$ cat config.mk
export PLATFORM = sky130hd
export DESIGN_NAME = mem_arbiter
export DESIGN_NICKNAME = d
export VERILOG_FILES = /design/src/rtl/mem_arbiter_pkg.sv /design/src/rtl/mem_wait_counter.sv /design/src/rtl/mem_arbiter.sv
export SDC_FILE = /design/constraint.sdc
export NUM_CORES = 1
export LEC_CHECK = 0
export CAP_MARGIN = 40
export CORE_ASPECT_RATIO = 1.5
export CORE_UTILIZATION = 30
export DETAILED_ROUTE_END_ITERATION = 8
export PLACE_DENSITY = 0.69
export SYNTH_ARGS = -nofsm -noshare
export SYNTH_HDL_FRONTEND = slang
export SYNTH_HIERARCHICAL = 1
export SYNTH_SLANG_ARGS = --single-unit
export TNS_END_PERCENT = 100
$ cat constraint.sdc
create_clock -name clk -period 3.6 [get_ports clk]
set_input_delay 0.9 -clock clk [delete_from_list [all_inputs] [get_ports clk]]
set_output_delay 0.9 -clock clk [all_outputs]
set_load 0.05 [all_outputs]
$ cat src/rtl/mem_arbiter_pkg.sv
// Shared encodings for the instruction/data memory arbiter.
// Build option: MEM_ARB_RR_EN selects round-robin arbitration.
package mem_arbiter_pkg;

    typedef enum logic [1:0] {
        ST_IDLE,
        ST_WAIT,
        ST_ACCESS
    } state_t;

    typedef enum logic [1:0] {
        GNT_NONE,
        GNT_INST,
        GNT_DATA
    } grant_t;

    typedef enum logic [1:0] {
        OP_NONE,
        OP_READ,
        OP_WRITE
    } op_t;

    localparam int CNT_W = 4;

    // A data request asserting both strobes is treated as a write.
    function automatic op_t data_op(input logic rd, input logic wr);
        if (wr) begin
            return OP_WRITE;
        end
        if (rd) begin
            return OP_READ;
        end
        return OP_NONE;
    endfunction

endpackage

$ cat src/rtl/mem_wait_counter.sv
// Wait-state down counter: load, decrement, zero flag.
module mem_wait_counter
    import mem_arbiter_pkg::*;
#(
    parameter int W = CNT_W
) (
    input  logic         clk,
    input  logic         reset,
    input  logic         i_load,
    input  logic [W-1:0] i_load_val,
    input  logic         i_dec,
    output logic         o_zero
);

    logic [W-1:0] r_count;

    always_ff @(posedge clk or posedge reset) begin
        if (reset) begin
            r_count <= '0;
        end else if (i_load) begin
            r_count <= i_load_val;
        end else if (i_dec && (r_count != '0)) begin
            r_count <= r_count - W'(1);
        end
    end

    assign o_zero = (r_count == '0);

endmodule

$ cat src/rtl/mem_arbiter.sv
// Single-port memory arbiter for instruction fetch and data ports.
// Build option: MEM_ARB_RR_EN enables round-robin, else data has priority.
module mem_arbiter
    import mem_arbiter_pkg::*;
#(
    parameter int LATENCY = 2
) (
    input  logic        clk,
    input  logic        reset,
    input  logic        i_req,
    input  logic [31:0] i_addr,
    output logic        i_ready,
    output logic [31:0] i_rdata,
    input  logic        d_req,
    input  logic        d_read,
    input  logic        d_write,
    input  logic [31:0] d_addr,
    input  logic [31:0] d_wdata,
    output logic        d_ready,
    output logic [31:0] d_rdata,
    output logic [31:0] mem_addr,
    output logic [31:0] mem_din,
    output logic        mem_read,
    output logic        mem_write,
    input  logic [31:0] mem_dout,
    output logic        busy
);

    localparam logic [CNT_W-1:0] LOAD_VAL =
        (LATENCY == 0) ? '0 : CNT_W'(LATENCY - 1);

    state_t      r_state;
    state_t      w_state_nxt;
    grant_t      r_grant;
    op_t         r_op;
    logic [31:0] r_addr;
    logic [31:0] r_wdata;
    grant_t      w_win;
    logic        w_accept;
    logic        w_load;
    logic        w_dec;
    logic        w_zero;
    logic        w_access;

`ifdef MEM_ARB_RR_EN
    grant_t r_last;

    // On contention the port that did not win last time goes first.
    always_comb begin
        w_win = GNT_NONE;
        if (d_req && i_req) begin
            w_win = (r_last == GNT_DATA) ? GNT_INST : GNT_DATA;
        end else if (d_req) begin
            w_win = GNT_DATA;
        end else if (i_req) begin
            w_win = GNT_INST;
        end
    end

    always_ff @(posedge clk or posedge reset) begin
        if (reset) begin
            r_last <= GNT_INST;
        end else if (w_accept) begin
            r_last <= w_win;
        end
    end
`else
    always_comb begin
        w_win = GNT_NONE;
        if (d_req) begin
            w_win = GNT_DATA;
        end else if (i_req) begin
            w_win = GNT_INST;
        end
    end
`endif

    mem_wait_counter #(
        .W(CNT_W)
    ) u_wait (
        .clk       (clk),
        .reset     (reset),
        .i_load    (w_load),
        .i_load_val(LOAD_VAL),
        .i_dec     (w_dec),
        .o_zero    (w_zero)
    );

    always_ff @(posedge clk or posedge reset) begin
        if (reset) begin
            r_state <= ST_IDLE;
        end else begin
            r_state <= w_state_nxt;
        end
    end

    always_comb begin
        w_state_nxt = r_state;
        w_accept    = 1'b0;
        w_load      = 1'b0;
        w_dec       = 1'b0;
        unique case (r_state)
            ST_IDLE: begin
                if (w_win != GNT_NONE) begin
                    w_accept    = 1'b1;
                    w_load      = 1'b1;
                    w_state_nxt = (LATENCY == 0) ? ST_ACCESS : ST_WAIT;
                end
            end
            ST_WAIT: begin
                if (w_zero) begin
                    w_state_nxt = ST_ACCESS;
                end else begin
                    w_dec = 1'b1;
                end
            end
            ST_ACCESS: begin
                w_state_nxt = ST_IDLE;
            end
            default: begin
                w_state_nxt = ST_IDLE;
            end
        endcase
    end

    // Address and write data stay latched after the access completes.
    always_ff @(posedge clk or posedge reset) begin
        if (reset) begin
            r_grant <= GNT_NONE;
            r_op    <= OP_NONE;
            r_addr  <= '0;
            r_wdata <= '0;
        end else if (w_accept) begin
            r_grant <= w_win;
            if (w_win == GNT_DATA) begin
                r_op    <= data_op(d_read, d_write);
                r_addr  <= d_addr;
                r_wdata <= d_wdata;
            end else begin
                r_op   <= OP_READ;
                r_addr <= i_addr;
            end
        end else if (r_state == ST_ACCESS) begin
            r_grant <= GNT_NONE;
        end
    end

    assign w_access  = (r_state == ST_ACCESS);
    assign i_ready   = w_access && (r_grant == GNT_INST);
    assign d_ready   = w_access && (r_grant == GNT_DATA);
    assign mem_read  = w_access && (r_op == OP_READ);
    assign mem_write = w_access && (r_op == OP_WRITE);
    assign mem_addr  = r_addr;
    assign mem_din   = r_wdata;
    assign busy      = (r_state != ST_IDLE);
    assign i_rdata   = i_ready ? mem_dout : '0;
    assign d_rdata   = (d_ready && (r_op == OP_READ)) ? mem_dout : '0;

endmodule

==> results.json, run 1 <==
{
  "ys_types": 42,
  "seqPwrFrac_pct": 26.1,
  "path_cells": "nand2b_4, nor3b_1, clkdlybuf4s50_1",
  "skew_ns": 0.00542,
  "cts_setup_buffers": 0,
  "async_flop_share_pct": 100,
  "first_global_vias": 3453,
  "tns_ns": 0,
  "cts_tree": "yes",
  "vias_per_cell": 4.54,
  "grt_pass1_wl_um": 18100,
  "fin_cells": 735,
  "cellLeakagePower_nw": 3.06,
  "min_period_ns": 3.00,
  "grt_antenna_before_repair": 6,
  "setup_viol": 0,
  "numPortBuffers": 266,
  "core_area_mm2": 0.0126,
  "power_frac_clock_pct": 15.0,
  "cp.required_ns": 2.70,
  "hold_path.class": "reg2reg",
  "p_total_mw": 5.85,
  "syn_area_per_cell_um2": 12.9,
  "status": "finished, final reports clean",
  "rsz0062_at_grt": "no",
  "slew_headroom_pct": 43.1,
  "cts.sinks": 74,
  "crit_fanout": 7,
  "die-area_mm2": 0.0136,
  "ys.flop_type": "dfrtp_1",
  "drt-initial-drc-count": 79,
  "drive_above_1_share_pct": 33.9,
  "layout_commonest_cell": "clkdlybuf4s50_1",
  "power.net_switching_mw": 2.63,
  "die_w_um": 95.4,
  "cp.arrival_ns": 2.10,
  "final_nets": 706,
  "p_comb_share_pct": 58.9,
  "synth_edf_count": 0,
  "hold_viol": 0,
  "postPlaceCellArea_mm2": 0.00676,
  "whs_ns": 0.504,
  "cts_made_buffers": 9,
  "h-tree-depth": 3,
  "cts_resized": 0,
  "ys_ff_latch": 74,
  "switching_share_pct": 44.9,
  "gp_congestion": 0.707,
  "postRouteAntennaNets": 0,
  "worst_skew_pair.late_latency_ns": 0.33,
  "hold_buffers": 0,
  "routed_wirelength_um": 12500,
  "clockRootBuffer": "clkbuf_16",
  "critPathKind": "reg2out",
  "final_area_mm2": 0.00707,
  "start_kind": "flop",
  "pin_count": 267,
  "die_y_um": 142,
  "netlist_instances": 303,
  "wl_per_cell_um": 17.0,
  "crit_slowest_cell": "clkdlybuf4s50_1",
  "layout_common_cells": "clkdlybuf4s50_1, dfrtp_1, mux2_2, and2_1, buf_4",
  "power.density_mw_per_mm2": 828,
  "period_share_pct": 83.4,
  "end_kind": "output port",
  "route.detailed.drc": 0,
  "vdd_drop_max_mv": 0.559,
  "gr-total-overflow": 0,
  "grt.total_usage_pct": 18.3,
  "p_int_mw": 3.22,
  "clk_pin_slew_worst_paths_ns": 0.06,
  "drv_slew": 0,
  "worst_pin_slew_ns": 0.852,
  "area_delta_synth_final_pct": 80.1,
  "ys_seq_area_share_pct": 47.2,
  "n_fill_cell": 1086,
  "dp_cells": 716,
  "fmax_mhz": 333,
  "start_util_pct": 31.0,
  "grt_max_degree": 36,
  "maxCapViolCount": 0,
  "syn_area_mm2": 0.00392,
  "dpl.hpwl_um": 10300,
  "firstDrtPassIters": 4,
  "yosysWarningCount": 6,
  "row_count": 50,
  "cts_buffer_depth": 2,
  "routed-via-count": 3340,
  "critPathMaxStageDelay_ns": 0.89
}
==> cell type report <==
class                           instances  area [um2]  area share, %
Antenna cell                            3        7.51          0.106
Clock buffer                           10         229           3.24
Clock inverter                          6        67.6          0.956
Inverter                                8        31.3          0.443
Multi-Input combinational cell        205        1910           27.1
Sequential cell                        74        1850           26.2
Tap cell                              156         195           2.76
Timing Repair Buffer                  273        2770           39.2
==> power groups by stage <==
| stage | logic (mW) | registers [mW] | clock network [mW] |
|---|---|---|---|
| finish | 3.45 | 1.52 | 0.880 |
| global route | 3.58 | 1.58 | 0.943 |
| CTS | 3.49 | 1.53 | 0.907 |
| detailed placement | 3.48 | 1.53 | 0 |
| global placement | 3.42 | 1.52 | 0 |
| floorplan | 1.04 | 2.80 | 0 |
==> final timing paths <==
kind                                          end  cells past startpoint  slack [ns]         startpoint
worst max-delay path                    mem_write                      3        0.60         r_state[0]
worst min-delay path                 mem_addr[13]                      1        0.50       mem_addr[13]
worst max register to register  u_wait/r_count[3]                      8        0.88  u_wait/r_count[0]
worst min register to register       mem_addr[13]                      1        0.50       mem_addr[13]
max in group asynchronous             mem_addr[2]                      3        2.16              reset
min in group asynchronous       u_wait/r_count[0]                      2        0.83              reset
==> metal layers <==
metal / vias up / part of all wire (%) / global-route usage (%)
met1: 1572 / 31 / 16.2
met4: 6 / 2.0 / 6.68
li1: 1559 / - / -
met3: 23 / 13 / 9.29
met2: 180 / 54 / 34.4
met5: - / 0.32 / 0
==> cells in the mapped netlist, types with 2 or more instances <==
cell type / n / share of area [%]
nand2b_1: 4 / 0.64
a21oi_1: 3 / 0.38
buf_12: 2 / 1.0
inv_1: 7 / 0.67
nor3b_1: 3 / 0.57
o21ai_1: 2 / 0.26
buf_2: 5 / 0.64
buf_6: 2 / 0.57
dfrtp_1: 74 / 47
mux2_4: 27 / 10
nor3_1: 2 / 0.26
and2_1: 64 / 10
clkbuf_2: 3 / 0.38
conb_1: 2 / 0.19
buf_4: 3 / 0.57
mux2_2: 68 / 20
nor2_1: 3 / 0.29
nand2_1: 3 / 0.29
clkbuf_1: 3 / 0.29
==> registers in the layout, summed over array words and instances, names as in the netlist <==
register / flops
mem_addr: 32
mem_din: 32
r_grant: 2
r_op: 2
r_state: 2
u_wait/r_count: 4
==> worst max-delay path: cells and delay by family (launching register included) <==
family                 cells  cell delay (ns)
flip-flops                 1             0.44
AND/OR/NAND/NOR            2             0.44
buffers and inverters      1             0.89
==> metrics by stage <==
step | setup slack (ns) | util, %
final | 0.599 | 55.9
after global placement | 0.962 | 53.4
after detailed placement | 0.924 | 53.5
after floorplan | 0.932 | -
after global routing | 0.462 | 55.9
after CTS | 0.539 | 55.9
==> cells by family (layout without fill, tap and decap cells) <==
| family | Yosys count | count (layout) | synth area share, % |
|---|---|---|---|
| AOI/OAI and AO/OA | 13 | 13 | 2.33 |
| adders and majority gates | 1 | 1 | 0.319 |
| buffers and inverters | 26 | 297 | 4.24 |
| DFF | 74 | 74 | 47.2 |
| muxes | 96 | 96 | 30.1 |
| other | 2 | 7 | 0.191 |
| and+or+nand+nor | 91 | 91 | 15.6 |
Power figures use the tool's default switching activity.
==> run 2: changes to the inputs <==
==> constraint.sdc (replaced) <==
create_clock -name clk -period 2.9 [get_ports clk]
set_input_delay 0.725 -clock clk [delete_from_list [all_inputs] [get_ports clk]]
set_output_delay 0.725 -clock clk [all_outputs]
set_load 0.05 [all_outputs]
==> run 2 against run 1 <==
Net effect: via count increased by 0.69%; combinational power increased by 24%; register-to-register slack got worse by 0.43 ns; sequential cell count unchanged; non-clock buffer count decreased by 1; die area unchanged; final cell count increased by 0.14%; wire length decreased by 0.86%.
==> results.json, run 2 (same netlist as run 1, synthesis figures left out) <==
{
  "dp_cells": 715,
  "crit_cells": 3,
  "gr-total-overflow": 0,
  "grt_use_met3_pct": 9.62,
  "dpl.hpwl_um": 10200,
  "hold_end": "mem_addr[5]",
  "skew_ns": 0.00582,
  "grt_antenna_before_repair": 6,
  "vdd_drop_max_mv": 0.692,
  "route.detailed.drc": 0,
  "h-tree-depth": 3,
  "status": "finished, final reports clean",
  "clk_pin_slew_worst_paths_ns": 0.06,
  "path_cells": "nand2b_4, nor2_1, clkdlybuf4s50_1",
  "crit_slowest_cell": "clkdlybuf4s50_1",
  "fin_cells": 736,
  "die_w_um": 95.4,
  "routed-via-count": 3363,
  "whs_ns": 0.498,
  "crit_buf_inv": 1,
  "area_delta_synth_final_pct": 96.3,
  "power_frac_clock_pct": 16.6,
  "cts.sinks": 74,
  "grt_use_met1_pct": 17.3,
  "rsz0062_at_grt": "no",
  "row_count": 50,
  "critPathMaxStageDelay_ns": 0.84,
  "routed_wirelength_um": 12400,
  "layout_common_cells": "clkdlybuf4s50_1, dfrtp_1, mux2_2, buf_12, and2_1",
  "hold_buffers": 0,
  "numPortBuffers": 266,
  "place_ws_ns": 0.483,
  "start_util_pct": 31.0,
  "grt_max_degree": 41,
  "p_int_mw": 4.15,
  "cts_tree": "yes",
  "ff2ff_setup_slack_ns": 0.45,
  "end_kind": "output port",
  "wl_per_cell_um": 16.9,
  "die_y_um": 142,
  "grt_busiest_layer": "met2",
  "start_kind": "flop",
  "final_nets": 705,
  "postRouteAntennaNets": 0,
  "first_global_vias": 3671,
  "layout_commonest_cell": "clkdlybuf4s50_1",
  "critical-path-top-delay-family": "buffers and inverters",
  "drv_slew": 0,
  "clockRootBuffer": "clkbuf_16",
  "tns_ns": 0,
  "cts_resized": 0,
  "seqPwrFrac_pct": 25.4,
  "grt_pass1_wl_um": 18900,
  "switching_share_pct": 43.9,
  "critPathKind": "reg2out",
  "core_area_mm2": 0.0126,
  "hold_viol": 0,
  "pin_count": 267,
  "grt.total_usage_pct": 18.6,
  "vias_per_cell": 4.57,
  "fmax_mhz": 370,
  "maxCapViolCount": 0,
  "crit_fanout": 7,
  "reg2reg_to": "u_wait/r_count[3]",
  "cp.arrival_ns": 1.98,
  "cts_setup_buffers": 0,
  "period_share_pct": 93.2,
  "cp.required_ns": 2.17,
  "die-area_mm2": 0.0136,
  "power.density_mw_per_mm2": 961,
  "cts_made_buffers": 9,
  "setup_slack_ns": 0.198,
  "worst_skew_pair.late_latency_ns": 0.33,
  "setup_viol": 0,
  "slew_headroom_pct": 50.2,
  "cts_buffer_depth": 2,
  "firstDrtPassIters": 4,
  "hold_start": "mem_addr[5]",
  "hold_path.class": "reg2reg",
  "drive_above_1_share_pct": 34.3,
  "gp_congestion": 0.722,
  "cellLeakagePower_nw": 3.21,
  "met2_usage_pct": 34.2,
  "r2r_cells": 8,
  "worstReg2RegStart": "u_wait/r_count[0]",
  "worst_pin_slew_ns": 0.746,
  "n_fill_cell": 1029,
  "drt-initial-drc-count": 93,
  "min_period_ns": 2.70,
  "p_comb_share_pct": 58.0,
  "whs_path_depth": 1,
  "power.net_switching_mw": 3.25
}
## run 2: cell types whose count changed in the layout (fill, tap and decap cells not counted)
cell and change:
buf_12 +48, buf_4 -47, clkbuf_8 +2, clkdlybuf4s50_1 -2, diode_2 +2, bufinv_16 +1, clkbuf_1 -1, clkinv_2 -1
clkinv_4 -1, clkinvlp_4 -1, inv_6 +1
## run 2: power groups by stage
stage               Sequential [mW]  Combinational, mW  Clock (mW)
global route                   1.96               4.46        1.31
global placement               1.87               4.27           0
detailed placement             1.90               4.33           0
finish                         1.88               4.29        1.23
floorplan                      3.48               1.29           0
CTS                            1.89               4.34        1.27
## run 2: worst max path at each step
stage	slack, ns	end	startpoint
6_report	0.20	d_ready	r_state[0]
5_1_grt	0.11	d_ready	r_state[0]
4_1_cts	0.16	d_ready	r_state[0]
3_5_place_dp	0.48	u_wait/r_count[3]	u_wait/r_count[0]
3_3_place_gp	0.55	d_ready	r_state[0]
2_1_floorplan	0.41	mem_addr[0]	reset
## run 2: metrics by stage
| stage | utilization, % | instance area [um2] | total power [mW] |
|---|---|---|---|
| CTS | 60.9 | 7690 | 7.50 |
| finish | 61.0 | 7700 | 7.41 |
| global placement | 58.2 | 7350 | 6.14 |
| floorplan | - | 3930 | 4.77 |
| global route | 60.9 | 7690 | 7.74 |
| detailed placement | 58.2 | 7350 | 6.23 |
## run 2: worst register-to-register path: stages (launching register included)
cell and delay (ns):
dfrtp_1 0.35, inv_1 0.08, ha_1 0.24, or3b_4 0.27
inv_1 0.05, nor3b_1 0.61, nor4b_2 0.39, nor3b_1 0.09
a221o_1 0.26
## run 2: area by class of cell
type / instances / area [um2] / share of cell area [%]
Sequential cell: 74 / 1850 / 24.0
Clock inverter: 5 / 85.1 / 1.10
Multi-Input combinational cell: 205 / 1910 / 24.8
Inverter: 8 / 31.3 / 0.406
Timing Repair Buffer: 272 / 3360 / 43.6
Clock buffer: 11 / 253 / 3.28
Tap cell: 156 / 195 / 2.53
Antenna cell: 5 / 12.5 / 0.162
## run 2: metal layers
metal  part of all wire, %  wire length (um)  up-vias
li1                      -                 -     1573
met1                    32              4000     1588
met2                    52              6510      179
met3                    13              1670       19
met4                   1.7               213        4
met5                  0.22                27        -
==> run 3: changes to the inputs <==
--- a/config.mk
+++ b/config.mk
@@ -7,6 +7,7 @@
 export LEC_CHECK = 0
 export CAP_MARGIN = 40
 export CORE_ASPECT_RATIO = 1.5
+export CORE_MARGIN = 2
 export CORE_UTILIZATION = 30
 export DETAILED_ROUTE_END_ITERATION = 8
 export PLACE_DENSITY = 0.69
==> run 3 against run 2 <==
Net effect: first-iteration DRC count increased by 24%; fmax up 2.3%; hold slack gained 0.0079 ns; final cell count down 0.27%.
==> results.json, run 3 (same netlist as run 1, synthesis figures left out) <==
{
  "status": "finished, final reports clean",
  "hold_start": "mem_addr[0]",
  "cts_tree": "yes",
  "maxCapViolCount": 0,
  "clk_pin_slew_worst_paths_ns": 0.06,
  "route.detailed.drc": 0,
  "hold_path.class": "reg2reg",
  "layout_common_cells": "clkdlybuf4s50_1, dfrtp_1, mux2_2, buf_12, and2_1",
  "final_nets": 705,
  "numPortBuffers": 266,
  "core_area_mm2": 0.0129,
  "crit_fanout": 7,
  "cp.arrival_ns": 1.92,
  "power_frac_clock_pct": 15.1,
  "setup_viol": 0,
  "grt_max_degree": 36,
  "layout_commonest_cell": "clkdlybuf4s50_1",
  "cts_setup_buffers": 0,
  "whs_path_depth": 1,
  "routed_wirelength_um": 12400,
  "cts_resized": 0,
  "slew_headroom_pct": 41.8,
  "hold_viol": 0,
  "cp.required_ns": 2.17,
  "firstDrtPassIters": 4,
  "first_global_vias": 3546,
  "p_comb_share_pct": 59.1,
  "power.density_mw_per_mm2": 953,
  "power.net_switching_mw": 3.28,
  "pin_count": 267,
  "grt_pass1_wl_um": 18900,
  "drt-initial-drc-count": 115,
  "vias_per_cell": 4.56,
  "clockRootBuffer": "clkbuf_16",
  "cts_made_buffers": 9,
  "critPathKind": "reg2out",
  "grt.total_usage_pct": 17.3,
  "worst_pin_slew_ns": 0.871,
  "r2r_cells": 8,
  "die_y_um": 144,
  "hold_buffers": 0,
  "die-area_mm2": 0.0140,
  "fmax_mhz": 379,
  "postRouteAntennaNets": 0,
  "whs_ns": 0.506,
  "min_period_ns": 2.64,
  "drv_slew": 0,
  "cellLeakagePower_nw": 3.19,
  "worstSetupStartpoint": "r_state[0]",
  "cts.sinks": 74,
  "area_delta_synth_final_pct": 95.5,
  "vdd_drop_max_mv": 0.624,
  "period_share_pct": 91.1,
  "start_util_pct": 30.4,
  "gr-total-overflow": 0,
  "drive_above_1_share_pct": 34.3,
  "skew_ns": 0.00377,
  "h-tree-depth": 3,
  "worstReg2RegStart": "u_wait/r_count[0]",
  "gp_congestion": 0.872,
  "cts_buffer_depth": 2,
  "die_w_um": 97.4,
  "switching_share_pct": 44.9,
  "tns_ns": 0,
  "worst_skew_pair.late_latency_ns": 0.33,
  "antenna_cells": 0,
  "seqPwrFrac_pct": 25.8,
  "rsz0062_at_grt": "no",
  "row_count": 51,
  "start_kind": "flop",
  "final_util_pct": 59.5,
  "dpl.hpwl_um": 10200,
  "routed-via-count": 3347,
  "end_kind": "output port",
  "wl_per_cell_um": 16.9,
  "grt_antenna_before_repair": 0,
  "p_int_mw": 4.03
}
run 3: changes by cell type in the layout (fill, tap and decap cells not counted), sizes merged:
cell and delta:
diode -5, clkbuf -2, bufinv -1, clkinvlp +2, inv +1
run 3: metal layers:
layer,wire length (um),global-route usage [%]
met4,223,5.34
met2,6880,32.8
met1,4320,17.9
met5,0,0
met3,1000,5.61
run 3: final timing paths:
check / end / slack, ns
worst max-delay path: d_ready / 0.26
worst min-delay path: mem_addr[0] / 0.51
worst max register to register: u_wait/r_count[3] / 0.27
worst min register to register: mem_addr[0] / 0.51
max in group asynchronous: mem_addr[25] / 1.52
min in group asynchronous: u_wait/r_count[3] / 0.65
run 3: through the flow:
stage	cell area (um2)	instances	power, mW	setup slack [ns]
2_1_floorplan	3930	305	4.77	0.407
3_3_place_gp	7370	718	6.15	0.471
3_5_place_dp	7370	718	6.26	0.338
4_1_cts	7670	734	7.40	0.238
5_1_grt	7670	734	7.64	0.152
6_report	7670	734	7.31	0.259
run 3: power by group through the flow:
| stage | Combinational [mW] | Sequential [mW] | Clock, mW |
|---|---|---|---|
| floorplan | 1.29 | 3.48 | 0 |
| global placement | 4.28 | 1.87 | 0 |
| detailed placement | 4.36 | 1.90 | 0 |
| CTS | 4.37 | 1.90 | 1.14 |
| global route | 4.49 | 1.97 | 1.19 |
| finish | 4.32 | 1.89 | 1.10 |
run 3: final cells by class:
class | count | area [um2]
Inverter | 8 | 30.0
Clock inverter | 7 | 78.8
Tap cell | 159 | 199
Multi-Input combinational cell | 205 | 1910
Clock buffer | 9 | 225
Timing Repair Buffer | 272 | 3370
Sequential cell | 74 | 1850
Fill cell | 1035 | 5220
run 3: worst max-delay path, cell delays in order, from the launching register on:
cell and delay [ns]:
dfrtp_1 0.44, nand2b_4 0.20, nor2_1 0.13, clkdlybuf4s50_1 0.82
